$ cat src/rtl/id_operand_stage_pkg.sv
// id_operand_stage_pkg: shared widths and forwarding-bus slice helpers for the operand stage
`define ID_FWD_ADDR(bus, i) bus[(i)*AW +: AW]
`define ID_FWD_DATA(bus, i) bus[(i)*DATA_W +: DATA_W]

package id_operand_stage_pkg;
    localparam int DATA_W    = 32;
    localparam int NREG      = 32;
    localparam int AW        = $clog2(NREG);
    localparam int NFWD      = 3;
    localparam int MAX_LAT   = 7;
    localparam int CW        = $clog2(MAX_LAT + 1);
    localparam int ID_INFO_W = 64;
endpackage

$ cat src/rtl/id_operand_stage_fwd_select.sv
// id_operand_stage_fwd_select: priority forwarding mux for one source operand with load-use detect
module id_operand_stage_fwd_select
    import id_operand_stage_pkg::*;
#(
    parameter int DATA_W = id_operand_stage_pkg::DATA_W,
    parameter int AW     = id_operand_stage_pkg::AW,
    parameter int NFWD   = id_operand_stage_pkg::NFWD
) (
    input  logic [AW-1:0]          src,
    input  logic [DATA_W-1:0]      rf_rdata,
    input  logic [NFWD-1:0]        fwd_we,
    input  logic [NFWD*AW-1:0]     fwd_waddr,
    input  logic [NFWD*DATA_W-1:0] fwd_wdata,
    input  logic [NFWD-1:0]        fwd_rdy,
    output logic [DATA_W-1:0]      value,
    output logic                   load_use
);
    // walk oldest to youngest so the lowest matching index overrides; $0 overrides everything
    always_comb begin
        value    = rf_rdata;
        load_use = 1'b0;
        for (int i = NFWD - 1; i >= 0; i--) begin
            if (fwd_we[i] && `ID_FWD_ADDR(fwd_waddr, i) == src) begin
                value    = `ID_FWD_DATA(fwd_wdata, i);
                load_use = ~fwd_rdy[i];
            end
        end
        if (src == '0) begin
            value    = '0;
            load_use = 1'b0;
        end
    end
endmodule

$ cat src/rtl/id_operand_stage.sv
// id_operand_stage: operand fetch, forwarding, hazard stall and EX pipeline register
module id_operand_stage
    import id_operand_stage_pkg::*;
#(
    parameter int DATA_W  = id_operand_stage_pkg::DATA_W,
    parameter int NREG    = id_operand_stage_pkg::NREG,
    parameter int NFWD    = id_operand_stage_pkg::NFWD,
    parameter int MAX_LAT = id_operand_stage_pkg::MAX_LAT,
    localparam int AW     = $clog2(NREG),
    localparam int CW     = $clog2(MAX_LAT + 1)
) (
    input  logic                   clk,
    input  logic                   rst,
    input  logic                   dec_valid,
    output logic                   dec_ready,
    input  logic [AW-1:0]          dec_rs,
    input  logic [AW-1:0]          dec_rt,
    input  logic                   dec_use_rs,
    input  logic                   dec_use_rt,
    input  logic                   dec_we,
    input  logic [AW-1:0]          dec_waddr,
    input  logic [CW-1:0]          dec_lat,
    input  logic [ID_INFO_W-1:0]   dec_info,
    output logic [AW-1:0]          rf_raddr1,
    output logic [AW-1:0]          rf_raddr2,
    input  logic [DATA_W-1:0]      rf_rdata1,
    input  logic [DATA_W-1:0]      rf_rdata2,
    input  logic [NFWD-1:0]        fwd_we,
    input  logic [NFWD*AW-1:0]     fwd_waddr,
    input  logic [NFWD*DATA_W-1:0] fwd_wdata,
    input  logic [NFWD-1:0]        fwd_rdy,
    input  logic                   stall_in,
    input  logic                   flush,
    output logic                   stallreq,
    output logic                   ex_valid,
    output logic [DATA_W-1:0]      ex_a,
    output logic [DATA_W-1:0]      ex_b,
    output logic                   ex_we,
    output logic [AW-1:0]          ex_waddr,
    output logic [ID_INFO_W-1:0]   ex_info
);
    logic [DATA_W-1:0] val_a, val_b;
    logic              lu_a, lu_b, haz_a, haz_b, issue;
    logic [CW-1:0]     sb [NREG];

    id_operand_stage_fwd_select #(.DATA_W(DATA_W), .AW(AW), .NFWD(NFWD)) u_fwd_a (
        .src(dec_rs), .rf_rdata(rf_rdata1), .fwd_we(fwd_we), .fwd_waddr(fwd_waddr),
        .fwd_wdata(fwd_wdata), .fwd_rdy(fwd_rdy), .value(val_a), .load_use(lu_a)
    );

    id_operand_stage_fwd_select #(.DATA_W(DATA_W), .AW(AW), .NFWD(NFWD)) u_fwd_b (
        .src(dec_rt), .rf_rdata(rf_rdata2), .fwd_we(fwd_we), .fwd_waddr(fwd_waddr),
        .fwd_wdata(fwd_wdata), .fwd_rdy(fwd_rdy), .value(val_b), .load_use(lu_b)
    );

    assign rf_raddr1 = dec_rs;
    assign rf_raddr2 = dec_rt;
    assign haz_a     = dec_use_rs && (lu_a || (dec_rs != '0 && sb[dec_rs] != '0));
    assign haz_b     = dec_use_rt && (lu_b || (dec_rt != '0 && sb[dec_rt] != '0));
    assign stallreq  = dec_valid && (haz_a || haz_b);
    assign dec_ready = ~stallreq && ~stall_in && ~flush;
    assign issue     = dec_valid && dec_ready && dec_we && dec_waddr != '0 && dec_lat != '0;

    // long-latency scoreboard: issue loads the latency, otherwise count down unless frozen
    always_ff @(posedge clk) begin
        if (rst) begin
            sb <= '{default: '0};
        end else begin
            sb[0] <= '0;
            for (int r = 1; r < NREG; r++) begin
                if (issue && dec_waddr == AW'(r))
                    sb[r] <= dec_lat;
                else if (!stall_in && sb[r] != '0)
                    sb[r] <= sb[r] - CW'(1);
            end
        end
    end

    // EX-facing pipeline register: flush kills, stall_in holds, hazards insert bubbles
    always_ff @(posedge clk) begin
        if (rst) begin
            ex_valid <= 1'b0;
            ex_a     <= '0;
            ex_b     <= '0;
            ex_we    <= 1'b0;
            ex_waddr <= '0;
            ex_info  <= '0;
        end else if (flush) begin
            ex_valid <= 1'b0;
        end else if (!stall_in) begin
            if (stallreq || !dec_valid) begin
                ex_valid <= 1'b0;
                ex_we    <= 1'b0;
            end else begin
                ex_valid <= 1'b1;
                ex_a     <= val_a;
                ex_b     <= val_b;
                ex_we    <= dec_we;
                ex_waddr <= dec_waddr;
                ex_info  <= dec_info;
            end
        end
    end
endmodule

$ cat config.mk
export PLATFORM = sky130hd
export DESIGN_NAME = id_operand_stage
export DESIGN_NICKNAME = d
export VERILOG_FILES = /design/src/rtl/id_operand_stage_pkg.sv /design/src/rtl/id_operand_stage_fwd_select.sv /design/src/rtl/id_operand_stage.sv
export SDC_FILE = /design/constraint.sdc
export NUM_CORES = 1
export LEC_CHECK = 0
export CAP_MARGIN = 30
export CORE_MARGIN = 2
export CORE_UTILIZATION = 25
export DETAILED_ROUTE_END_ITERATION = 10
export GPL_ROUTABILITY_DRIVEN = 0
export PLACE_DENSITY = 0.47
export SETUP_SLACK_MARGIN = 0.2
export SLEW_MARGIN = 20
export SYNTH_ARGS = -nofsm -noshare
export SYNTH_HDL_FRONTEND = slang
export SYNTH_SLANG_ARGS = --single-unit
$ cat constraint.sdc
create_clock -name clk -period 3.2 [get_ports clk]
set_input_delay 0.48 -clock clk [delete_from_list [all_inputs] [get_ports clk]]
set_output_delay 0.48 -clock clk [all_outputs]
set_load 0.02 [all_outputs]
# Word-level counts from Yosys, hierarchy flattened

Cells that the tools add are included.

Reductions and logical operators: 158
Muxes and demuxes: 86
Add/sub/neg operators: 31
Eq/ne operators: 37
Bitwise logic cells: 9
Order comparisons: 2

Operators by type and width:

| operator              | count |
|---|---|
| $mux W32              | 8 |
| $mux W3               | 66 |
| $reduce_bool A3 Y1    | 34 |
| $sub A3 B1 Y3 const B | 31 |
| $eq A5 B5 Y1 const B  | 16 |
| $logic_and A1 B1 Y1   | 79 |
| $reduce_bool A2 Y1    | 31 |
| $eq A5 B4 Y1 const B  | 8 |
| $bmux W3 S5           | 2 |
| $eq A5 B5 Y1          | 6 |
| $eq A5 B3 Y1 const B  | 4 |
| $reduce_bool A5 Y1    | 3 |
| $ge A6 B6 Y1 const B  | 2 |
| $not A5 Y6            | 2 |
| $eq A5 B2 Y1 const B  | 2 |
| $logic_not A5 Y1      | 2 |
| $mux W1               | 10 |
| $not A1 Y1            | 7 |
| $eq A5 B1 Y1 const B  | 1 |
| $logic_or A1 B1 Y1    | 4 |
| $reduce_and A3 Y1     | 1 |
| $logic_not A1 Y1      | 2 |
| $reduce_and A2 Y1     | 1 |
| $reduce_or A2 Y1      | 1 |

Flip-flop bits (word level): 231
Input bits: 271
Word-level logic and storage cells: 361

# Logic depth before layout (Yosys ltp)

Word-level depth: 19
Mapped depth: 12

# Hierarchy

A second synthesis with hierarchy kept.

Cells, all modules: 1766
Area, all modules: 14925.6 µm²

Modules (own cells, without submodules):

| module                      | times used | cells an instance | seq. area each (µm²) | area each (µm²) |
|---|---|---|---|---|
| id_operand_stage            | 1          | 1398              | 4564.4               | 12020.3 |
| id_operand_stage_fwd_select | 2          | 184               | 0.0                  | 1452.6 |

# Least setup slack after synthesis

Ideal clock, no wire load.

Path type: input port to output port
Start point: in dec_rt[4]
End point: out dec_ready
Setup slack: 0.009 ns
Buffers on the path: 2
Required time: 2.720 ns
Stages: 9
Arrival time: 2.711 ns
Cells stage by stage: buf_2 -> xor2_1 -> nor4_1 -> and3_1 -> a221oi_1 -> a211oi_2 -> clkbuf_1 -> nand3_1 -> a21boi_0

Cells in the longest elaborated chain, start to end: 13

RTL lines:

| element                                                                       | RTL line                                                  | RTL |
|---|---|---|
| start, declared                                                               | id_operand_stage.sv:17                                    | `input logic [AW-1:0] dec_rt,` |
| $not A5 Y6 (implied by the code) / $eq A5 B5 Y1 (equally long branches)       | n/a                                                       |  |
| $bmux W3 S5 / $logic_and A1 B1 Y1 (equally long branches)                     | id_operand_stage.sv:59, id_operand_stage_fwd_select.sv:23 |  |
| $mux W3 (implied by the code) / $mux W1 (equally long branches) (2 in series) | id_operand_stage.sv:59, id_operand_stage_fwd_select.sv:23 |  |
| $reduce_bool A3 Y1 / $mux W1 (equally long branches)                          | id_operand_stage.sv:59, id_operand_stage_fwd_select.sv:23 |  |
| $logic_and A1 B1 Y1 / $mux W1 (equally long branches)                         | id_operand_stage.sv:59, id_operand_stage_fwd_select.sv:28 |  |
| $logic_or A1 B1 Y1 *                                                          | id_operand_stage.sv:59                                    | `assign haz_b = dec_use_rt && (lu_b \|\| (dec_rt != '0 && sb[dec_rt] != '0));` |
| $logic_and A1 B1 Y1 *                                                         | id_operand_stage.sv:59                                    |  |
| $logic_or A1 B1 Y1 *                                                          | id_operand_stage.sv:60                                    | `assign stallreq = dec_valid && (haz_a \|\| haz_b);` |
| $logic_and A1 B1 Y1 *                                                         | id_operand_stage.sv:60                                    |  |
| $not A1 Y1 *                                                                  | id_operand_stage.sv:61                                    | `assign dec_ready = ~stallreq && ~stall_in && ~flush;` |
| $logic_and A1 B1 Y1 * (2 in series)                                           | id_operand_stage.sv:61                                    |  |
| end, declared                                                                 | id_operand_stage.sv:15                                    | `output logic dec_ready,` |

Every way passes the cells marked *; elsewhere a longest branch is shown, timed or not. The select of a mux whose other input is x is not followed.

# Worst setup path in the final report

Start point: in dec_rt[3]
End point: out stallreq

Cells in the longest elaborated chain, start to end: 10

RTL lines:

| element                                                                       | RTL line                                                  | RTL |
|---|---|---|
| $not A5 Y6 (implied by the code) / $eq A5 B5 Y1 (equally long branches)       | n/a                                                       |  |
| $bmux W3 S5 / $logic_and A1 B1 Y1 (equally long branches)                     | id_operand_stage.sv:59, id_operand_stage_fwd_select.sv:23 |  |
| $mux W3 (implied by the code) / $mux W1 (equally long branches) (2 in series) | id_operand_stage.sv:59, id_operand_stage_fwd_select.sv:23 |  |
| $reduce_bool A3 Y1 / $mux W1 (equally long branches)                          | id_operand_stage.sv:59, id_operand_stage_fwd_select.sv:23 |  |
| $logic_and A1 B1 Y1 / $mux W1 (equally long branches)                         | id_operand_stage.sv:59, id_operand_stage_fwd_select.sv:28 |  |
| $logic_or A1 B1 Y1 *                                                          | id_operand_stage.sv:59                                    |  |
| $logic_and A1 B1 Y1 *                                                         | id_operand_stage.sv:59                                    |  |
| $logic_or A1 B1 Y1 *                                                          | id_operand_stage.sv:60                                    |  |
| $logic_and A1 B1 Y1 *                                                         | id_operand_stage.sv:60                                    |  |
| end, declared                                                                 | id_operand_stage.sv:34                                    | `output logic stallreq,` |

Marks and branches as above.

==> reports/qor.csv <==
stage,metric,value,unit
run_status,status,completed,
pwr,vdd_ir_drop_max,0.2913,mV
timing,setup_violations,0,
finish,final_cell_mix,"clkdlybuf4s50_1 (404), nand2_1 (309), mux2i_1 (295), dfxtp_1 (224), buf_4 (139)",
job,drv_cap,0,
setup_path,path_class,input port to output port,
grt,antenna_found_initial,6,
yosys,synthArstFlopShare,0,%
placed_design,port_buffers,417,
grt,gr-usage-all-layers,18.76,%
finish,layout.nets,2599,
floorplanning,pin_count,418,
timing,drv_slew,0,
detailed_routing,finalWirelength,59600,um
yosys,ys_warn_count,0,
finish,final_util,38.32,%
yosys,syn_nets,2118,
grt,grt_pass1_wl,87820,um
timing,hold_viol,0,
detailed_routing,post_drt_wl_per_cell,19.52,um
placed_design,dp_hpwl,44140,um
yosys,netlist_instances,1785,
timing,min_period,3.028,ns
clock_network,clock-sinks,228,
setup_path,startpoint_type,input port,
clock_network,cts_made_buffers,30,
grt,grt_max_degree,91,
detailed_routing,drc,0,
yosys,synth_seq_cells,228,
finish,fillers,5900,
placed_design,placed_cell_area,20630,sq um
grt,overflow,0,
setup_path,cp_max_fo,6,
floorplanning,fp-row-count,88,
yosys,synth-edff-count,0,
clock_network,cts_tree,done,
yosys,ys_top_cells_by_area,"dfxtp_1 (31%), mux2i_1 (20%), nand2_1 (7.9%)",
floorplanning,core_area,57700,sq um
yosys,netlist_area,14600,sq um
yosys,synth_top_cell_area_share,31.26,%
floorplanning,dieArea,60360,sq um
detailed_routing,postRouteAntennaNets,0,
setup_path,cp_num_buf_inv,3,
placed_design,dp_cells,2987,
yosys,ys_types,59,
yosys,synth_top_cell_by_area,dfxtp_1,
timing,skew,0.01420,ns
detailed_routing,via_per_inst,4.766,
yosys,ys_seq_area_share,31.26,%
setup_path,crit_family,buffers and inverters,
pwr,power_per_cell_area,556.5,nW/um^2
pwr,cellLeakagePower,8.639,nW
clock_network,worstSkewPairLatency,0.58,ns
timing,rsz0062_at_grt,true,
detailed_routing,drt_iter0_drc,735,
finish,area_growth,51.43,%
pwr,p_total,0.01231,W
clock_network,ctsHtreeMaxLevel,1,
setup_path,cp-end-kind,output port,
clock_network,cts_buffer_depth,3,
finish,layout_commonest_cell,clkdlybuf4s50_1,
floorplanning,fp.dieH,245.7,um
setup_path,cp.arrival,2.55,ns
finish,final_cells,3053,
finish,drive_gt1_share,12.78,%
floorplanning,initial_core_util,25.31,%
detailed_routing,dr_total_vias,14550,
clock_network,clockRootBuffer,clkbuf_16,
finish,fin_area,22110,sq um
timing,period_share,94.63,%
setup_path,crit_slowest_cell,clkdlybuf4s50_1,
detailed_routing,firstDrtPassIters,5,
timing,timing.fmax,0.3302,GHz
clock_network,cts.clk_slew.worst_paths,0.05,ns
yosys,ys.flop_type,dfxtp_1,
setup_path,critPathRequiredTime,2.72,ns
timing,whs,0.4526,ns
setup_path,cpPeakStageDelay,0.51,ns
yosys,syn_avg_cell_area,8.180,sq um
timing,timing.slew.headroom,44.11,%
setup_path,crit_chain,clkdlybuf4s50_1 > buf_6 > xnor2_1 > o2111ai_2 > or4_4 > o211ai_1 > a211oi_4 > nand3_2 > and2_4 > buf_6,
setup_path,cpMostUsedCell,buf_6,
grt,first_global_vias,14430,
floorplanning,die_x,245.7,um
worst_hold_path,min_path_type,flop to flop,
timing,tightestPinTransition,0.8384,ns
## tightest hold or removal path: cells and delay by family (launching register included)
family           cells  cell delay (ns)
DFF                  1             0.30
muxes                1             0.05
and+or+nand+nor      1             0.05
## final cells by class
cell class | instances | area [sq um] | area share, %
multi-input cells | 1315 | 9310 | 42.11
repair buffers | 589 | 5869 | 26.54
flip-flops and latches | 228 | 4572 | 20.68
well taps | 765 | 957.2 | 4.329
clock buffers | 39 | 835.8 | 3.780
inverters | 102 | 394.1 | 1.782
clock inverters | 12 | 165.2 | 0.7469
diodes | 3 | 7.507 | 0.03395
## flip-flops by register name (all words and copies together), names as in the netlist
| register | cells |
|---|---|
| sb | 93 |
| ex_info | 64 |
| ex_a | 32 |
| ex_b | 32 |
| ex_waddr | 5 |
| ex_valid | 1 |
| ex_we | 1 |
## timing repair
item                       CTS  global route
gates resized for setup     57            39
hold buffers                 0             0
pin swaps                   11            22
setup buffers                5             5
cloned                       2             0
setup endpoints to repair  135           132
## per-layer routing
| layer | GRT usage [%] | vias up | share of wire [%] |
|---|---|---|---|
| met5 | 0 | - | 0.096 |
| met4 | 5.526 | 8 | 2.4 |
| met3 | 4.398 | 79 | 6.8 |
| met2 | 31.23 | 413 | 47 |
| met1 | 23.99 | 6851 | 44 |
| li1 | - | 7201 | - |
## report_power, final
| group | switching, W | leakage (nW) | internal [W] |
|---|---|---|---|
| combinational | 0.00250 | 6.29 | 0.00232 |
| sequential | 0.000545 | 1.86 | 0.00343 |
| clock | 0.00137 | 0.490 | 0.00214 |
## Yosys cell counts (all sizes together), types with 2 or more instances
master   count
buf         47
nor3        25
a311oi       7
o2111ai      3
o211ai      64
xnor2       40
nor4b        4
and3        35
a2111oi      4
nand4       30
o21ai      102
nor2b        2
o32ai        2
a31oi        6
nor3b        5
nand2      309
nand2b       8
mux4         2
xor2        15
ha          62
o311ai       3
a211oi      44
mux2i      295
nor4        20
dfxtp      228
o31ai        2
inv        102
clkbuf      93
and2        66
a21oi       42
nand3        8
and4         2
nor2        89
nand4b       2
and3b        3
## path summary, 6_finish.rpt
kind	from	endpoint	slack, ns	depth (start not counted)
max	dec_rt[3]	stallreq	0.17	10
min reg2reg	ex_b[20]	ex_b[20]	0.45	2
min	ex_b[20]	ex_b[20]	0.45	2
max reg2reg	sb[58]	ex_info[18]	0.34	11
## through the flow
step                setup TNS, ns  setup slack [ns]
CTS                             0           0.05880
finish                          0            0.1719
detailed placement        -103.95           -0.7761
global placement           -95.72           -0.7858
global route                    0           0.04946
floorplan                       0            0.2427
## logic make-up (layout without fill, tap and decap cells)
| kind of cell | Yosys count | count (layout) | synth area share (%) |
|---|---|---|---|
| and+or+nand+nor | 612 | 612 | 19.40 |
| adders and majority gates | 62 | 62 | 5.313 |
| muxes | 297 | 297 | 20.53 |
| xor gates and xnor gates | 55 | 55 | 3.299 |
| DFF | 228 | 228 | 31.26 |
| buffers and inverters | 242 | 742 | 7.532 |
| AOI/OAI and AO/OA | 289 | 289 | 12.67 |
| other | 0 | 3 | 0 |
(Power assumes the default switching activity.)
